`src/rtl/pwm_capture_if.sv`:
```
// Measurement-side bundle of pwm_capture: enable/pwm_in toward the block, results back.
// Pure wiring, zero latency; no backpressure (results are pulse/level, no ready).
interface pwm_capture_if #(
    parameter int CNT_W = 16
);
    logic             enable;
    logic             pwm_in;
    logic [CNT_W-1:0] period_out;
    logic [CNT_W-1:0] high_out;
    logic             valid;
    logic             stuck;

    modport master (
        output enable, pwm_in,
        input  period_out, high_out, valid, stuck
    );

    modport slave (
        input  enable, pwm_in,
        output period_out, high_out, valid, stuck
    );
endinterface

```
`src/rtl/pwm_capture.sv`:
```
// PWM capture: measures period and high time of pwm_in in clk cycles; optional glitch filter via PWM_CAP_FILTER_EN.
// Latency: rise detected 3 clk after pwm_in edge (+FILT_LEN-1 with filter); valid registered one cycle later.
// No backpressure: valid is a one-cycle pulse, results hold until the next report.
module pwm_capture #(
    parameter int CNT_W    = 16,
    parameter int FILT_LEN = 3
) (
    input  logic          clk,
    input  logic          rst_n,
    pwm_capture_if.slave  bus
);
    localparam logic [CNT_W-1:0] CNT_MAX = '1;
    localparam logic [CNT_W-1:0] CNT_ONE = CNT_W'(1);

    if (FILT_LEN < 1) begin : g_filt_len_chk
        $error("FILT_LEN must be at least 1");
    end

    typedef enum logic [1:0] {IDLE, HIGH, LOW} state_t;

    state_t           state_q, state_d;
    logic             sync1_q, sync2_q, s_q, s_prev_q;
    logic [CNT_W-1:0] cnt_p_q, cnt_p_d, cnt_h_q, cnt_h_d;
    logic [CNT_W-1:0] period_q, period_d, high_q, high_d;
    logic             valid_q, valid_d, stuck_q, stuck_d;
    logic             rise, fall;

    always_ff @(posedge clk or negedge rst_n) begin
        if (!rst_n) begin
            sync1_q  <= 1'b0;
            sync2_q  <= 1'b0;
            s_prev_q <= 1'b0;
        end else begin
            sync1_q  <= bus.pwm_in;
            sync2_q  <= sync1_q;
            s_prev_q <= s_q;
        end
    end

`ifdef PWM_CAP_FILTER_EN
    localparam int FW = $clog2(FILT_LEN + 1);
    logic [FW-1:0] flt_cnt_q;

    // s flips only once FILT_LEN consecutive synchronised samples disagree with it
    always_ff @(posedge clk or negedge rst_n) begin
        if (!rst_n) begin
            s_q       <= 1'b0;
            flt_cnt_q <= '0;
        end else if (sync2_q != s_q) begin
            if (flt_cnt_q == FW'(FILT_LEN - 1)) begin
                s_q       <= sync2_q;
                flt_cnt_q <= '0;
            end else begin
                flt_cnt_q <= flt_cnt_q + FW'(1);
            end
        end else begin
            flt_cnt_q <= '0;
        end
    end
`else
    always_ff @(posedge clk or negedge rst_n) begin
        if (!rst_n) begin
            s_q <= 1'b0;
        end else begin
            s_q <= sync2_q;
        end
    end
`endif

    assign rise = s_q & ~s_prev_q;
    assign fall = ~s_q & s_prev_q;

    always_comb begin
        state_d  = state_q;
        cnt_p_d  = cnt_p_q;
        cnt_h_d  = cnt_h_q;
        period_d = period_q;
        high_d   = high_q;
        valid_d  = 1'b0;
        stuck_d  = stuck_q;
        if (!bus.enable) begin
            state_d = IDLE;
            cnt_p_d = '0;
            cnt_h_d = '0;
        end else begin
            case (state_q)
                IDLE: begin
                    cnt_p_d = '0;
                    cnt_h_d = '0;
                    if (rise) begin
                        state_d = HIGH;
                        cnt_p_d = CNT_ONE;
                        cnt_h_d = CNT_ONE;
                        stuck_d = 1'b0;
                    end
                end
                HIGH, LOW: begin
                    if (state_q == LOW && rise) begin
                        state_d  = HIGH;
                        period_d = cnt_p_q;
                        high_d   = cnt_h_q;
                        valid_d  = 1'b1;
                        cnt_p_d  = CNT_ONE;
                        cnt_h_d  = CNT_ONE;
                    end else if (cnt_p_q == CNT_MAX) begin
                        // counter would wrap: report saturated values and wait for a fresh rise
                        state_d  = IDLE;
                        period_d = CNT_MAX;
                        high_d   = s_q ? CNT_MAX : '0;
                        valid_d  = 1'b1;
                        stuck_d  = 1'b1;
                        cnt_p_d  = '0;
                        cnt_h_d  = '0;
                    end else begin
                        cnt_p_d = cnt_p_q + CNT_ONE;
                        if (state_q == HIGH) begin
                            if (fall) begin
                                state_d = LOW;
                            end else begin
                                cnt_h_d = cnt_h_q + CNT_ONE;
                            end
                        end
                    end
                end
                default: begin
                    state_d = IDLE;
                    cnt_p_d = '0;
                    cnt_h_d = '0;
                end
            endcase
        end
    end

    always_ff @(posedge clk or negedge rst_n) begin
        if (!rst_n) begin
            state_q  <= IDLE;
            cnt_p_q  <= '0;
            cnt_h_q  <= '0;
            period_q <= '0;
            high_q   <= '0;
            valid_q  <= 1'b0;
            stuck_q  <= 1'b0;
        end else begin
            state_q  <= state_d;
            cnt_p_q  <= cnt_p_d;
            cnt_h_q  <= cnt_h_d;
            period_q <= period_d;
            high_q   <= high_d;
            valid_q  <= valid_d;
            stuck_q  <= stuck_d;
        end
    end

    assign bus.period_out = period_q;
    assign bus.high_out   = high_q;
    assign bus.valid      = valid_q;
    assign bus.stuck      = stuck_q;
endmodule
```
`src/flat_wrapper.sv`:
```
// flat-port wrapper written by rule: the top's interface ports become plain ports
module pwm_capture_flat 
#(
    parameter int CNT_W    = 16,
    parameter int FILT_LEN = 3
)
  (clk, rst_n, bus_enable, bus_pwm_in, bus_period_out, bus_high_out, bus_valid, bus_stuck);
  pwm_capture_if #(.CNT_W(CNT_W)) bus_i ();
  input  logic clk;
  input  logic rst_n;
  input wire logic [$bits(bus_i.enable)-1:0] bus_enable;
  input wire logic [$bits(bus_i.pwm_in)-1:0] bus_pwm_in;
  output wire logic [$bits(bus_i.period_out)-1:0] bus_period_out;
  output wire logic [$bits(bus_i.high_out)-1:0] bus_high_out;
  output wire logic [$bits(bus_i.valid)-1:0] bus_valid;
  output wire logic [$bits(bus_i.stuck)-1:0] bus_stuck;
  assign bus_i.enable = bus_enable;
  assign bus_i.pwm_in = bus_pwm_in;
  assign bus_period_out = bus_i.period_out;
  assign bus_high_out = bus_i.high_out;
  assign bus_valid = bus_i.valid;
  assign bus_stuck = bus_i.stuck;
  pwm_capture #(.CNT_W(CNT_W), .FILT_LEN(FILT_LEN)) u_core (.clk(clk), .rst_n(rst_n), .bus(bus_i));
endmodule
```
`config.mk`:
```
export PLATFORM = sky130hd
export DESIGN_NAME = pwm_capture_flat
export DESIGN_NICKNAME = d
export VERILOG_FILES = /design/src/rtl/pwm_capture_if.sv /design/src/rtl/pwm_capture.sv /design/src/flat_wrapper.sv
export SDC_FILE = /design/constraint.sdc
export NUM_CORES = 1
export LEC_CHECK = 0
export CAP_MARGIN = 20
export CORE_MARGIN = 3
export CORE_UTILIZATION = 60
export DETAILED_ROUTE_END_ITERATION = 8
export PLACE_DENSITY = 0.84
export SLEW_MARGIN = 20
export SYNTH_ARGS = -nofsm -noshare
export SYNTH_HDL_FRONTEND = slang
export SYNTH_SLANG_ARGS = --single-unit
```
`constraint.sdc`:
```
create_clock -name clk -period 4.3 [get_ports clk]
set_input_delay 0.86 -clock clk [delete_from_list [all_inputs] [get_ports clk]]
set_output_delay 0.86 -clock clk [all_outputs]
set_load 0.03 [all_outputs]
```
# Yosys cells after proc, flatten, opt, wreduce, memory -nomap -nowiden
# Index checks and enable logic that the tools add are counted.
# op_classes
bitwise_logic,4
eq_ne,10
n_reduce_logical,9
mux,31
n_addsub,2
# ops
cell,n
two-way mux 16 bit,13
one-hot mux 16 bit (2 select lines),2
adder 16 x 1 -> 16 bit (second input constant),2
equality test 16 bit (second input constant),1
two-way mux 2 bit,6
!= test 5 x 2 -> 1 bit (second input constant),2
two-way mux 1 bit,8
AND reduction 3 bit,2
!= test 5 bit (second input constant),1
AND reduction 5 bit,1
!= test 2 x 1 -> 1 bit (second input constant),2
one-hot mux 2 bit (2 select lines),1
nonzero test 2 bit,2
!= test 3 x 2 -> 1 bit (second input constant),1
AND 1 bit,2
equality test 2 x 1 -> 1 bit (second input constant),1
equality test 2 bit (second input constant),1
zero test 2 bit,1
!= test 2 bit (second input constant),1
inverter 1 bit,2
one-hot mux 1 bit (2 select lines),1
AND reduction 2 bit,1
OR reduction 2 bit,1
logical AND 1 bit,1
# totals
word_cells,67
out_inout_bits,34
inputBits,4
ff_bits,72

# Depth between registers and ports, before layout
# logic_depth
depth_word,8
depth_mapped,9
ltp_nobuf,7

# Worst setup path before layout
# No wires, ideal clock.
# synth_path
path_kind,register to register
startpoint,register u_core.cnt_p_q[0]
endpoint,register u_core.cnt_p_q[10]
synth_period_minus_slack_ps,1939
slack_ps,2361
setup_ps,71
t_arrival_ps,1867
path_stages_with_launch,10
cell_sequence,dfrtp_1 ha_1 nand3_1 nor4_2 or3_1 buf_4 nand2b_1 buf_2 buf_4 nor2_1
# synth_between
elab_chain_len,5
word_cells_on_any_way,6
classes_between,add/sub (1); eq/ne (1); mux (4)
# synth_lines
element,line_no,source
start: declaration,pwm_capture.sv:23,"logic [CNT_W-1:0] cnt_p_q, cnt_p_d, cnt_h_q, cnt_h_d;"
start signal: assignment,pwm_capture.sv:145,cnt_p_q <= cnt_p_d;
adder 16 x 1 -> 16 bit or equality test 16 bit (tied branches),"pwm_capture.sv:115, pwm_capture.sv:105",
two-way mux 16 bit (*),pwm_capture.sv:105,end else if (cnt_p_q == CNT_MAX) begin
two-way mux 16 bit (*),pwm_capture.sv:98,if (state_q == LOW && rise) begin
one-hot mux 16 bit (2 select lines) (*),pwm_capture.sv:86,case (state_q)
two-way mux 16 bit (*),pwm_capture.sv:81,if (!bus.enable) begin
net u_core.cnt_p_d[10],pwm_capture.sv:23,
# The timed path passes the listed nets; every way through them passes the cells marked *.
# A chain may end at the register's enable or synchronous reset.

# Worst setup path after layout
# layout_path
startpoint,register u_core.cnt_p_q[0]
endpoint,register u_core.cnt_p_q[11]
# The elaborated chain is that of the path after synthesis.

==> run_results.csv <==
group,metric,value,unit
setup_path,required,4.50,ns
setup_path,cp_num_buf_inv,0,
detailed_routing,routedWlPerCell,16.66,um
synthesis,syn_area,3338,sq um
power_and_ir_drop,ir_worst_vdd,0.0002771,V
timing,skew,0.005570,ns
clocking,cts.clk_slew.worst_paths,0.07,ns
synthesis,ys_types,43,
global_routing,grt_pass1_wl,12.90,mm
layout,layout_common_cells,"dfrtp_1 (72), nand2_1 (41), clkdlybuf4s50_1 (36)",
synthesis,ys_seq_area_frac,0.5397,
clocking,htreeDepth,3,
clocking,clock_latency,0.35,ns
global_routing,gr-usage-all-layers,0.2627,
timing,hold_violations,0,
detailed_routing,vias_per_cell,6.047,
global_routing,overflow,0,
synthesis,syn_nets,349,
layout,final_core_utilization,0.7580,
setup_path,startpoint_type,"flip-flop",
setup_path,path_delay_family,"simple AND/OR/NAND/NOR gates",
worst_hold_path,holdPathStages,0,
synthesis,ys.flop_type,"dfrtp_1",
global_routing,grt_pass1_vias,2624,
setup_path,cpPeakStageDelay,0.59,ns
placed_design,place_area,3729,sq um
synthesis,synth_edf_count,0,
layout,final_cell_area,3970,sq um
clocking,cts_num_sinks,72,
layout,final_nets,381,
timing,slew_headroom,0.3077,
setup_path,timing.rr.start,"u_core.cnt_p_q[0]",
timing,rsz0062_at_grt,"false",
synthesis,async_reset_ff_frac,1.000,
detailed_routing,drt_iter0_markers,135,
timing,min_period,2.808,ns
floorplan,die_area,6495,sq um
detailed_routing,dr.pass1.iters,5,
setup_path,cp_cell_sequence,"ha_1 > nand3_1 > nor4_2 > or3_1 > nand2b_1 > nor2_1",
detailed_routing,ant_nets,0,
layout,areaGrowthSynthToFinish,18.93,%
detailed_routing,num_vias,2691,
setup_path,cp-end-kind,"flip-flop",
floorplan,die_x,80.59,um
clocking,tritoncts,"done",
setup_path,cp_max_fo,19,
setup_path,r2r_setup_slack,1.49,ns
synthesis,avgSynthCellArea,9.847,sq um
clocking,root_buffer,"clkbuf_8",
placed_design,io_buffer_count,37,
timing,fmax,356.1,MHz
layout,fillCellCount,346,
setup_path,criticalPathCategory,"reg -> reg",
synthesis,yosys_warnings,0,
floorplan,core_area,5238,sq um
run,cap_violations,0,
worst_hold_path,whs_endpoint,"u_core.s_q",
setup_path,rr_endpoint,"u_core.cnt_p_q[11]",
clocking,cts_hold_buf,0,
worst_hold_path,min_path_type,"reg -> reg",
power_and_ir_drop,power.density,347.5,nW/um^2
clocking,post-cts-setup-buffers,0,
synthesis,ys_seq_elements,72,
floorplan,ioPinCount,38,
setup_path,critPathLaunch,"u_core.cnt_p_q[0]",
floorplan,die_y,80.59,um
layout,layout-drive-gt1-share,0.07467,
global_routing,grt_max_degree,49,
floorplan,rows,26,
timing,fin_crit_sh,0.6530,
detailed_routing,remaining_drc_errors,0,
floorplan,start_util,0.6374,
timing,setup_viol_count_final,0,
detailed_routing,drt-total-wl,7.413,mm
setup_path,cpMaxStageDelayCell,"or3_1",
timing,tightest_slew,1.038,ns
worst_hold_path,hold_path.startpoint,"u_core.sync2_q",
synthesis,syn-instance-count,339,
clocking,cts_buffer_depth,2,
placed_design,hpwlAfterDp,4.728,mm
clocking,cts_resized,0,
layout,antenna_cells,0,
outcome,run_status,"completed",
clocking,cts_buffers,9,
setup_path,cp.arrival,3.01,ns
placed_design,place_congestion,0.8787,
power_and_ir_drop,power.leakage,1.663,nW
setup_path,r2r_cells,6,
timing,fin_tns_setup,0,ns
global_routing,antenna_found_initial,0,
timing,final-max-slew-violation-count,0,
layout,final_common_cell,"dfrtp_1",
-- registers in the layout (all words and copies together) (netlist names) --
register,count
u_core.sync2_q,1
u_core.bus.valid,1
u_core.s_q,1
u_core.bus.period_out,16
u_core.cnt_h_q,16
u_core.sync1_q,1
u_core.s_prev_q,1
u_core.bus.stuck,1
u_core.bus.high_out,16
u_core.state_q,2
u_core.cnt_p_q,16
-- worst register-to-register path, cell delays in order, from the launching register on --
cell and delay [ns]:
dfrtp_1 0.41, ha_1 0.21, nand3_1 0.17, nor4_2 0.56, or3_1 0.60, nand2b_1 0.58, nor2_1 0.14
-- stage by stage --
| stage | setup slack [ns] | instances | power, W | hold slack [ns] |
|---|---|---|---|---|
| 6_report | 1.492 | 445 | 0.001380 | 0.3525 |
| 5_1_grt | 1.230 | 445 | 0.001425 | 0.3597 |
| 4_1_cts | 1.509 | 445 | 0.001385 | 0.3551 |
| 3_5_place_dp | 1.357 | 430 | 0.0007616 | 0.3389 |
| 3_3_place_gp | 1.414 | 430 | 0.0007599 | 0.3381 |
| 2_1_floorplan | 2.361 | 339 | 0.0007367 | 0.3312 |
-- cell families after synthesis --
logic type	share of synthesized area
AND/OR/NAND/NOR	0.2043
AO/OA/AOI/OAI	0.1522
flip-flops	0.5397
buffers and inverters	0.03223
XOR/XNOR	0.03673
adder cells (fa/ha/maj)	0.02249
multiplexers	0.01237
-- where the power goes --
| part | switching, W | internal (W) | leakage, nW |
|---|---|---|---|
| Clock | 0.000244 | 0.000387 | 0.122 |
| Sequential | 0.00000591 | 0.000683 | 0.995 |
| Combinational | 0.0000422 | 0.0000179 | 0.546 |
-- how the worst max path moves through the flow --
stage                          to  cells past startpoint  slack, ns
2_1_floorplan  u_core.cnt_p_q[10]                      9       2.36
6_report       u_core.cnt_p_q[11]                      6       1.49
5_1_grt        u_core.cnt_p_q[12]                      6       1.23
3_3_place_gp    u_core.state_q[1]                      5       1.41
4_1_cts        u_core.cnt_p_q[15]                      5       1.51
3_5_place_dp    u_core.state_q[1]                      5       1.36
-- routing by layer --
metal  global-route usage  up-vias  part of all wire
met5                    0        -                 0
met4               0.1216        0             0.025
met3              0.04260       20             0.044
met2               0.4346       87              0.51
met1               0.3375     1321              0.42
li1                     -     1263                 -
-- synthesized netlist by cell type, types with 3 or more instances --
master     n  share of area
a21oi_1   31          0.046
a31oi_1    5         0.0094
and2_1     5         0.0094
and3_1     3         0.0056
buf_2      5         0.0075
clkbuf_1  10          0.011
dfrtp_1   72           0.54
ha_1       6          0.022
inv_1      6         0.0067
mux2i_1    3         0.0090
nand2_1   41          0.046
nand2b_1   3         0.0056
nand3_1   17          0.025
nand4_1    8          0.015
nor2_1    21          0.024
nor2b_1    9          0.017
nor3_1     9          0.013
o21ai_0   25          0.037
o22a_1    16          0.042
or3_1      3         0.0056
or4_1      3         0.0067
xnor2_1    3         0.0079
xor2_1    11          0.029
-- cell type report --
class | instances | area, sq um | share of cell area
inverter | 7 | 26.28 | 0.006618
multi-input combinational | 242 | 1435 | 0.3615
tap | 70 | 87.58 | 0.02206
timing repair buffer | 39 | 380.4 | 0.09581
clock inverter | 2 | 60.06 | 0.01513
clock buffer | 13 | 178.9 | 0.04507
sequential | 72 | 1802 | 0.4538
Power figures use the tool's default switching activity.
